**src/rtl/arm7tdmi_shift_ctrl.sv**
```systemverilog
// Shift sequencer in front of the combinational arm7tdmi_shifter: extra Rs cycle, amount fix-ups, valid/ready result.
// Optional RS_WAIT stall counter enabled by defining ARM7_SHIFT_CTRL_STATS_EN.
module arm7tdmi_shift_ctrl #(
    parameter int unsigned STALL_CNT_W = 16
) (
    input  logic        clk,
    input  logic        rst_n,
    input  logic        req_valid,
    output logic        req_ready,
    input  logic [31:0] req_data,
    input  logic [1:0]  req_type,
    input  logic        req_is_reg,
    input  logic [7:0]  req_amount,
    input  logic        req_carry,
    output logic [31:0] sh_data,
    output logic [1:0]  sh_type,
    output logic [4:0]  sh_amount,
    output logic        sh_carry_in,
    input  logic [31:0] sh_data_out,
    input  logic        sh_carry_out,
    output logic        rsp_valid,
    input  logic        rsp_ready,
    output logic [31:0] rsp_data,
    output logic        rsp_carry
`ifdef ARM7_SHIFT_CTRL_STATS_EN
    ,
    output logic [STALL_CNT_W-1:0] stall_count
`endif
);

    typedef enum logic [1:0] {IDLE, RS_WAIT, RESP} state_t;
    typedef enum logic [1:0] {SH_LSL, SH_LSR, SH_ASR, SH_ROR} shift_type_t;

    if (STALL_CNT_W < 1) begin : g_bad_param
        $error("STALL_CNT_W must be at least 1");
    end

    state_t      state, state_next;
    logic [31:0] lat_data;
    logic [1:0]  lat_type;
    logic [7:0]  lat_amount;
    logic        lat_is_reg;
    logic        lat_carry;

    logic [31:0] op_data;
    shift_type_t op_type;
    logic [7:0]  op_amount;
    logic        op_is_reg;
    logic        op_carry;
    logic        drive_sh;
    logic        use_sh;
    logic [4:0]  amt5;
    logic [31:0] fix_data;
    logic        fix_carry;
    logic        accept;
    logic        capture;

    // Immediates are registered at the accept edge, so in IDLE the shifter sees the live request.
    always_comb begin
        if (state == IDLE) begin
            op_data   = req_data;
            op_type   = shift_type_t'(req_type);
            op_amount = req_amount;
            op_is_reg = req_is_reg;
            op_carry  = req_carry;
        end else begin
            op_data   = lat_data;
            op_type   = shift_type_t'(lat_type);
            op_amount = lat_amount;
            op_is_reg = lat_is_reg;
            op_carry  = lat_carry;
        end
    end

    // Non-shifter cases park the shifter on amount 1 so it never sees LSL/LSR/ASR #0.
    always_comb begin
        use_sh    = 1'b0;
        amt5      = 5'd1;
        fix_data  = op_data;
        fix_carry = op_carry;
        if (!op_is_reg) begin
            if (op_amount[4:0] != 5'd0) begin
                use_sh = 1'b1;
                amt5   = op_amount[4:0];
            end else begin
                unique case (op_type)
                    SH_LSL: ;
                    SH_LSR: begin
                        fix_data  = '0;
                        fix_carry = op_data[31];
                    end
                    SH_ASR: begin
                        fix_data  = {32{op_data[31]}};
                        fix_carry = op_data[31];
                    end
                    SH_ROR: begin
                        use_sh = 1'b1;
                        amt5   = 5'd0;
                    end
                endcase
            end
        end else if (op_amount != 8'd0) begin
            unique case (op_type)
                SH_LSL: begin
                    if (op_amount < 8'd32) begin
                        use_sh = 1'b1;
                        amt5   = op_amount[4:0];
                    end else begin
                        fix_data  = '0;
                        fix_carry = (op_amount == 8'd32) ? op_data[0] : 1'b0;
                    end
                end
                SH_LSR: begin
                    if (op_amount < 8'd32) begin
                        use_sh = 1'b1;
                        amt5   = op_amount[4:0];
                    end else begin
                        fix_data  = '0;
                        fix_carry = (op_amount == 8'd32) ? op_data[31] : 1'b0;
                    end
                end
                SH_ASR: begin
                    if (op_amount < 8'd32) begin
                        use_sh = 1'b1;
                        amt5   = op_amount[4:0];
                    end else begin
                        fix_data  = {32{op_data[31]}};
                        fix_carry = op_data[31];
                    end
                end
                SH_ROR: begin
                    if (op_amount[4:0] != 5'd0) begin
                        use_sh = 1'b1;
                        amt5   = op_amount[4:0];
                    end else begin
                        fix_carry = op_data[31];
                    end
                end
            endcase
        end
    end

    assign drive_sh    = (state != IDLE) || req_valid;
    assign sh_data     = drive_sh ? op_data : '0;
    assign sh_type     = drive_sh ? op_type : '0;
    assign sh_amount   = drive_sh ? amt5 : '0;
    assign sh_carry_in = drive_sh ? op_carry : 1'b0;

    assign accept  = (state == IDLE) && req_valid;
    assign capture = (accept && !req_is_reg) || (state == RS_WAIT);

    always_comb begin
        state_next = state;
        req_ready  = 1'b0;
        rsp_valid  = 1'b0;
        unique case (state)
            IDLE: begin
                req_ready = 1'b1;
                if (req_valid) state_next = req_is_reg ? RS_WAIT : RESP;
            end
            RS_WAIT: state_next = RESP;
            RESP: begin
                rsp_valid = 1'b1;
                if (rsp_ready) state_next = IDLE;
            end
            default: state_next = IDLE;
        endcase
    end

    always_ff @(posedge clk or negedge rst_n) begin
        if (!rst_n) begin
            state      <= IDLE;
            lat_data   <= '0;
            lat_type   <= '0;
            lat_amount <= '0;
            lat_is_reg <= 1'b0;
            lat_carry  <= 1'b0;
            rsp_data   <= '0;
            rsp_carry  <= 1'b0;
        end else begin
            state <= state_next;
            if (accept) begin
                lat_data   <= req_data;
                lat_type   <= req_type;
                lat_amount <= req_amount;
                lat_is_reg <= req_is_reg;
                lat_carry  <= req_carry;
            end
            if (capture) begin
                rsp_data  <= use_sh ? sh_data_out : fix_data;
                rsp_carry <= use_sh ? sh_carry_out : fix_carry;
            end
        end
    end

`ifdef ARM7_SHIFT_CTRL_STATS_EN
    always_ff @(posedge clk or negedge rst_n) begin
        if (!rst_n) begin
            stall_count <= '0;
        end else if (state == RS_WAIT && stall_count != '1) begin
            stall_count <= stall_count + 1'b1;
        end
    end
`endif

endmodule
```
**config.mk**
```make
export PLATFORM = sky130hd
export DESIGN_NAME = arm7tdmi_shift_ctrl
export DESIGN_NICKNAME = d
export VERILOG_FILES = /design/src/rtl/arm7tdmi_shift_ctrl.sv
export SDC_FILE = /design/constraint.sdc
export NUM_CORES = 1
export LEC_CHECK = 0
export CORE_MARGIN = 3
export CORE_UTILIZATION = 41
export DETAILED_ROUTE_END_ITERATION = 8
export GPL_ROUTABILITY_DRIVEN = 1
export PLACE_DENSITY = 0.77
export SKIP_CTS_REPAIR_TIMING = 1
export SYNTH_ARGS = -nofsm -noshare
export SYNTH_HDL_FRONTEND = slang
export SYNTH_SLANG_ARGS = --single-unit
```
**constraint.sdc**
```tcl
create_clock -name clk -period 2.98 [get_ports clk]
set_input_delay 0.745 -clock clk [delete_from_list [all_inputs] [get_ports clk]]
set_output_delay 0.745 -clock clk [all_outputs]
set_load 0.03 [all_outputs]
```
==> After elaboration in Yosys (flattened, before gate mapping) <==
Index checks and enable logic that the tools add are counted.
{ "op_classes": {"addsub": 0, "multipliers": 0, "div": 0, "n_lt_le_gt_ge": 1, "eq_ne": 8, "shift": 0, "n_mux": 49, "bitwise_logic": 0, "n_reduce_logical": 14} }
{ "ops": {"columns": ["op", "n"], "rows": [
  ["$mux W32", 7],
  ["$pmux W32 S2", 2],
  ["$mux W31", 1],
  ["$mux W5", 6],
  ["$mux W1", 23],
  ["$mux W2", 5],
  ["$pmux W5 S2", 1],
  ["$eq A8 B6 Y1 const B", 1],
  ["$lt A8 B6 Y1 const B", 1],
  ["$mux W8", 1],
  ["$reduce_bool A8 Y1", 1],
  ["$eq A2 B2 Y1 const B", 3],
  ["$pmux W2 S3", 1],
  ["$reduce_bool A5 Y1", 1],
  ["$eq A2 B1 Y1 const B", 2],
  ["$logic_not A2 Y1", 2],
  ["$ne A2 B2 Y1 const B", 2],
  ["$pmux W1 S4", 1],
  ["$reduce_or A2 Y1", 2],
  ["$reduce_or A3 Y1", 1],
  ["$logic_and A1 B1 Y1", 2],
  ["$logic_or A1 B1 Y1", 2],
  ["$pmux W1 S2", 1],
  ["$reduce_and A2 Y1", 1],
  ["other kinds (2)", 2]
]} }
{ "totals": {"reg_bits": 79, "latch_bits": 0, "ram_bits": 0, "rom_bits": 0, "inputBits": 81, "output_inout_bits": 75, "word_cells": 80, "n_memories": 0} }

==> Depth between registers and ports, before layout <==
{ "depth": {"depth_word": 9, "depth_mapped": 13, "ltp_nobuf": 10} }

==> Worst setup path after synthesis <==
OpenSTA, ideal clock, no wires.
{ "synth_path": {"kind": "register to output", "from": "reg state[1]", "to": "out sh_amount[0]", "arrival_ns": 2.637, "required_time_ns": 2.235, "path_slack_ns": -0.402, "stages_incl_launch_ff": 11, "n_path_buf": 2, "cell_sequence": "dfrtp_1 > or2_1 > buf_2 > inv_4 > clkbuf_1 > mux2i_1 > inv_1 > ha_1 > a21oi_1 > a21oi_1 > a21oi_1"} }
{ "synth_between": {"elab_chain_len": 8, "elab_cells_between_ends": 22, "cone_classes": "order compare (1); eq/ne (3); mux (11); reduce/logical (7)"} }
{ "synth_lines": {"columns": ["item", "line", "text"], "rows": [
  ["from (decl)", "38", "state_t state, state_next;"],
  ["from (signal assigned)", "181", "state <= state_next;"],
  ["$logic_not A2 Y1", "60", "if (state == IDLE) begin"],
  ["$mux W8 / $mux W2 (equally long branches)", "60", null],
  ["$lt A8 B6 Y1 (tied with other cells)", "105, 114, 123", null],
  ["$mux W5 (tied with other cells)", "105, 114, 123", null],
  ["$pmux W5 S2", "103", "unique case (op_type)"],
  ["$mux W5", "102", "end else if (op_amount != 8'd0) begin"],
  ["$mux W5", "81", "if (!op_is_reg) begin"],
  ["$mux W5 *", "146", "assign sh_amount = drive_sh ? amt5 : '0;"],
  ["to (decl)", "17", "output logic [4:0] sh_amount,"]
]} }
Mark *: on every way between the ends. The rest lies on a longest branch, timed or not.

==> Final worst setup path <==
{ "layout_path": {"from": "in req_type[1]", "to": "out sh_amount[2]"} }
{ "layout_between": {"elab_chain_len": 7, "elab_cells_between_ends": 10, "cone_classes": "eq/ne (3); mux (5); reduce/logical (2)"} }
{ "layout_lines": {"columns": ["item", "line", "text"], "rows": [
  ["from (decl)", "11", "input logic [1:0] req_type,"],
  ["$mux W2 *", "60", null],
  ["$eq A2 B2 Y1 (tied with other cells)", "103", null],
  ["$reduce_or A3 Y1 (no source line)", null, null],
  ["$pmux W5 S2 *", "103", null],
  ["$mux W5 *", "102", null],
  ["$mux W5 *", "81", null],
  ["$mux W5 *", "146", null]
]} }
Marked as above.

==> summary.txt <==
Run status
  – Status: finished, violations left
  – Failing checks: setup timing

Synthesis
  – Synth Register Bits: 79
  – Post-synth top area cell: dfrtp_1
  – Synth warnings: 0
  – Cell count after synthesis: 499
  – Synth cell types: 47
  – Post-synth EDFFs: 0
  – Simple-Gate Fraction of Synth Area: 25.9%
  – Ranking of synthesized cells by area: dfrtp_1 (46%), nand2_1 (12%), a22oi_1 (5.8%)
  – Ys flop type: dfrtp_1
  – XOR/XNOR Fraction of Synth Area: 0%
  – FFs w/ async S/R, synth: 100%
  – Largest family of logic cells by synthesized area: simple AND/OR/NAND/NOR gates
  – Cell Area, Synth: 4280 sq um
  – Post-synthesis mux area share: 1.67%
  – Post-Syn Nets: 584
  – Synth Area in Adders: 1.17%
  – Synth Area in Compound Gates: 21.1%
  – Sequential element share of the synthesized area: 46.2%
  – Mapped Avg Cell Area: 8.58 sq um
  – Post-synth top area share: 46.2%

Detailed routing
  – DRC Markers: 0
  – DR iter-0 viols: 209
  – Detailed-route wire length: 14.2 mm
  – DR vias/cell: 5.43
  – DR pass1 iterations: 4
  – Routed WL per cell: 17.3 microns
  – Via count: 4483
  – Post-route ant nets: 0

Floorplanning
  – Die Y: 108 microns
  – Core area: 9950 sq um
  – Chip width: 108 microns
  – Row count: 36
  – Initial core utilization: 43.0%
  – Num ports: 156
  – DIE AREA: 11700 sq um

Pwr
  – Leak: 0.00314 uW
  – Pwr Density: 890 nW/um^2
  – Pwr Total: 5900 uW
  – VDD IR-drop max: 0.000607 V

Placement
  – Cells after DPL: 801
  – Dpl hpwl: 10.2 mm
  – Buffers added on ports: 155
  – Post-DP Area: 6210 sq um
  – Placer congestion estimate: 0.923

STA
  – Final Hold Vio Count: 0
  – Worst-Margin Slew: 1.03 ns
  – Fmax: 330 MHz
  – Min Tclk post-route: 3.03 ns
  – Tcrit/Tclk final: 102%
  – Final WS setup: -0.0541 ns
  – Post-route setup TNS: -0.130 ns
  – Hold Slack: 0.469 ns
  – Slew HR: 31.1%
  – RSZ-0062 raised after global routing: true
  – Clock Skew: 0.00768 ns
  – Slew Viols, Final: 0
  – Setup-failing EPs final: 4

CTS
  – CTS tree: built
  – Clock Sinks: 79
  – Clk Latency, worst-skew pair: 0.36 ns
  – Root buffer cell: clkbuf_8
  – Worst-path clk slew: 0.08 ns
  – CTS max path bufs: 2
  – Inserted Clock Buffers: 9
  – H-tree levels: 3

Global routing
  – Total GRT Usage: 24.9%
  – First-pass GRT wire length: 22.8 mm
  – Initial antenna violation count: 0
  – Vias in the first global route: 4494
  – Largest net degree at the start of global routing: 80
  – Grt ovf: 0

Critical path
  – Critical path data arrival time: 2.29 ns
  – WS Path Type: primary input to output port
  – Worst Setup End Kind: output port
  – Register-to-register setup slack: 0.33 ns
  – Critical path launch point type: primary input
  – CP required: 2.24 ns
  – Crit-path max FO: 5

Layout
  – Synth-to-Final Area Change: 54.8%
  – Largest regs: lat_data: 32 flops, rsp_data: 32 flops, lat_amount: 8 flops
  – Non-filler cells, final: 825
  – Fill count: 812
  – Layout cells sized above 1: 20.1%
  – # diodes: 0
  – Post-route cell area: 6630 sq um
  – Final net count: 772

Worst hold path
  – Worst Hold Class: register to register

Run
  – Max_cap viols: 0
==> final cells by class <==
type / instances / area, sq um / share of cell area (%)
inverters: 8 / 32.5 / 0.491
well taps: 133 / 166 / 2.51
multi-input cells: 381 / 2270 / 34.2
clock buffers: 11 / 141 / 2.13
repair buffers: 208 / 1990 / 30.0
flip-flops and latches: 79 / 1980 / 29.8
clock inverters: 5 / 56.3 / 0.849
==> worst max-delay path: stages <==
cell and delay [ns]:
clkdlybuf4s50_1 0.47, inv_1 0.05, o21ai_2 0.20, ha_4 0.21, mux2i_1 0.09, a21o_1 0.22, a21oi_1 0.13, buf_4 0.17
==> cells by family after synthesis <==
kind of cell    Yosys count
mux                       7
fa+ha+maj                 4
flops                    79
buf+inv                  39
simple gates            233
compound gates          137
==> metrics by stage <==
stage / setup WS [ns] / util [%]
after CTS: -0.404 / 64.4
after floorplan: -0.126 / -
after global placement: -0.352 / 62.4
after detailed placement: -0.395 / 62.4
after global routing: -0.140 / 66.6
final: -0.0541 / 66.6
==> layer usage <==
metal | routed length [microns] | global-route usage (%)
met1 | 6120 | 32.7
met2 | 6890 | 41.1
met3 | 968 | 5.85
met4 | 256 | 6.94
met5 | 0 | 0
==> synth_stat cells (all sizes together) (2+ instances only) <==
| cell type | instances |
|---|---|
| ha | 4 |
| inv | 8 |
| a21o | 2 |
| o211ai | 2 |
| o22ai | 3 |
| dfrtp | 79 |
| buf | 12 |
| nor3b | 3 |
| clkbuf | 19 |
| nor2b | 3 |
| a211oi | 32 |
| nand2b | 32 |
| o21bai | 2 |
| a21oi | 10 |
| a22oi | 33 |
| nand2 | 140 |
| and2 | 32 |
| nor2 | 7 |
| a211o | 2 |
| or3 | 3 |
| o31a | 2 |
| o21ai | 44 |
| mux2i | 6 |
| nor3 | 2 |
| nand3 | 3 |
| or4 | 2 |
==> worst paths after layout <==
kind	startpoint	end	cells past startpoint
min reg2reg	lat_data[3]$_DFFE_PN0P_	lat_data[3]$_DFFE_PN0P_	2
min in group asynchronous	rst_n	lat_data[19]$_DFFE_PN0P_	1
max	req_type[1]	sh_amount[2]	8
max reg2reg	state[0]$_DFFE_PN0P_	rsp_data[17]$_DFFE_PN0P_	13
min	lat_data[3]$_DFFE_PN0P_	lat_data[3]$_DFFE_PN0P_	2
max in group asynchronous	rst_n	lat_data[14]$_DFFE_PN0P_	1
==> cell usage in the layout, fill, tap and decap left out, drive strengths merged, types with 4 or more instances in the layout <==
cell type / count
buf: 94
a211oi: 32
dlymetal6s2s: 7
nand2: 140
and2: 32
a21oi: 10
a22oi: 33
dfrtp: 79
o21ai: 44
mux2i: 6
nand2b: 32
clkdlybuf4s50: 107
inv: 9
ha: 4
clkbuf: 11
nor2: 7
==> power by group <==
| group | total [uW] | leakage [uW] | switching (uW) | internal [uW] |
|---|---|---|---|---|
| clock | 822 | 0.0000997 | 411 | 411 |
| combinational | 3370 | 0.00206 | 1900 | 1460 |
| sequential | 1710 | 0.000981 | 238 | 1470 |
| total | 5900 | 0.00314 | 2550 | 3350 |
Note: power is estimated with default switching activity, not from simulation.
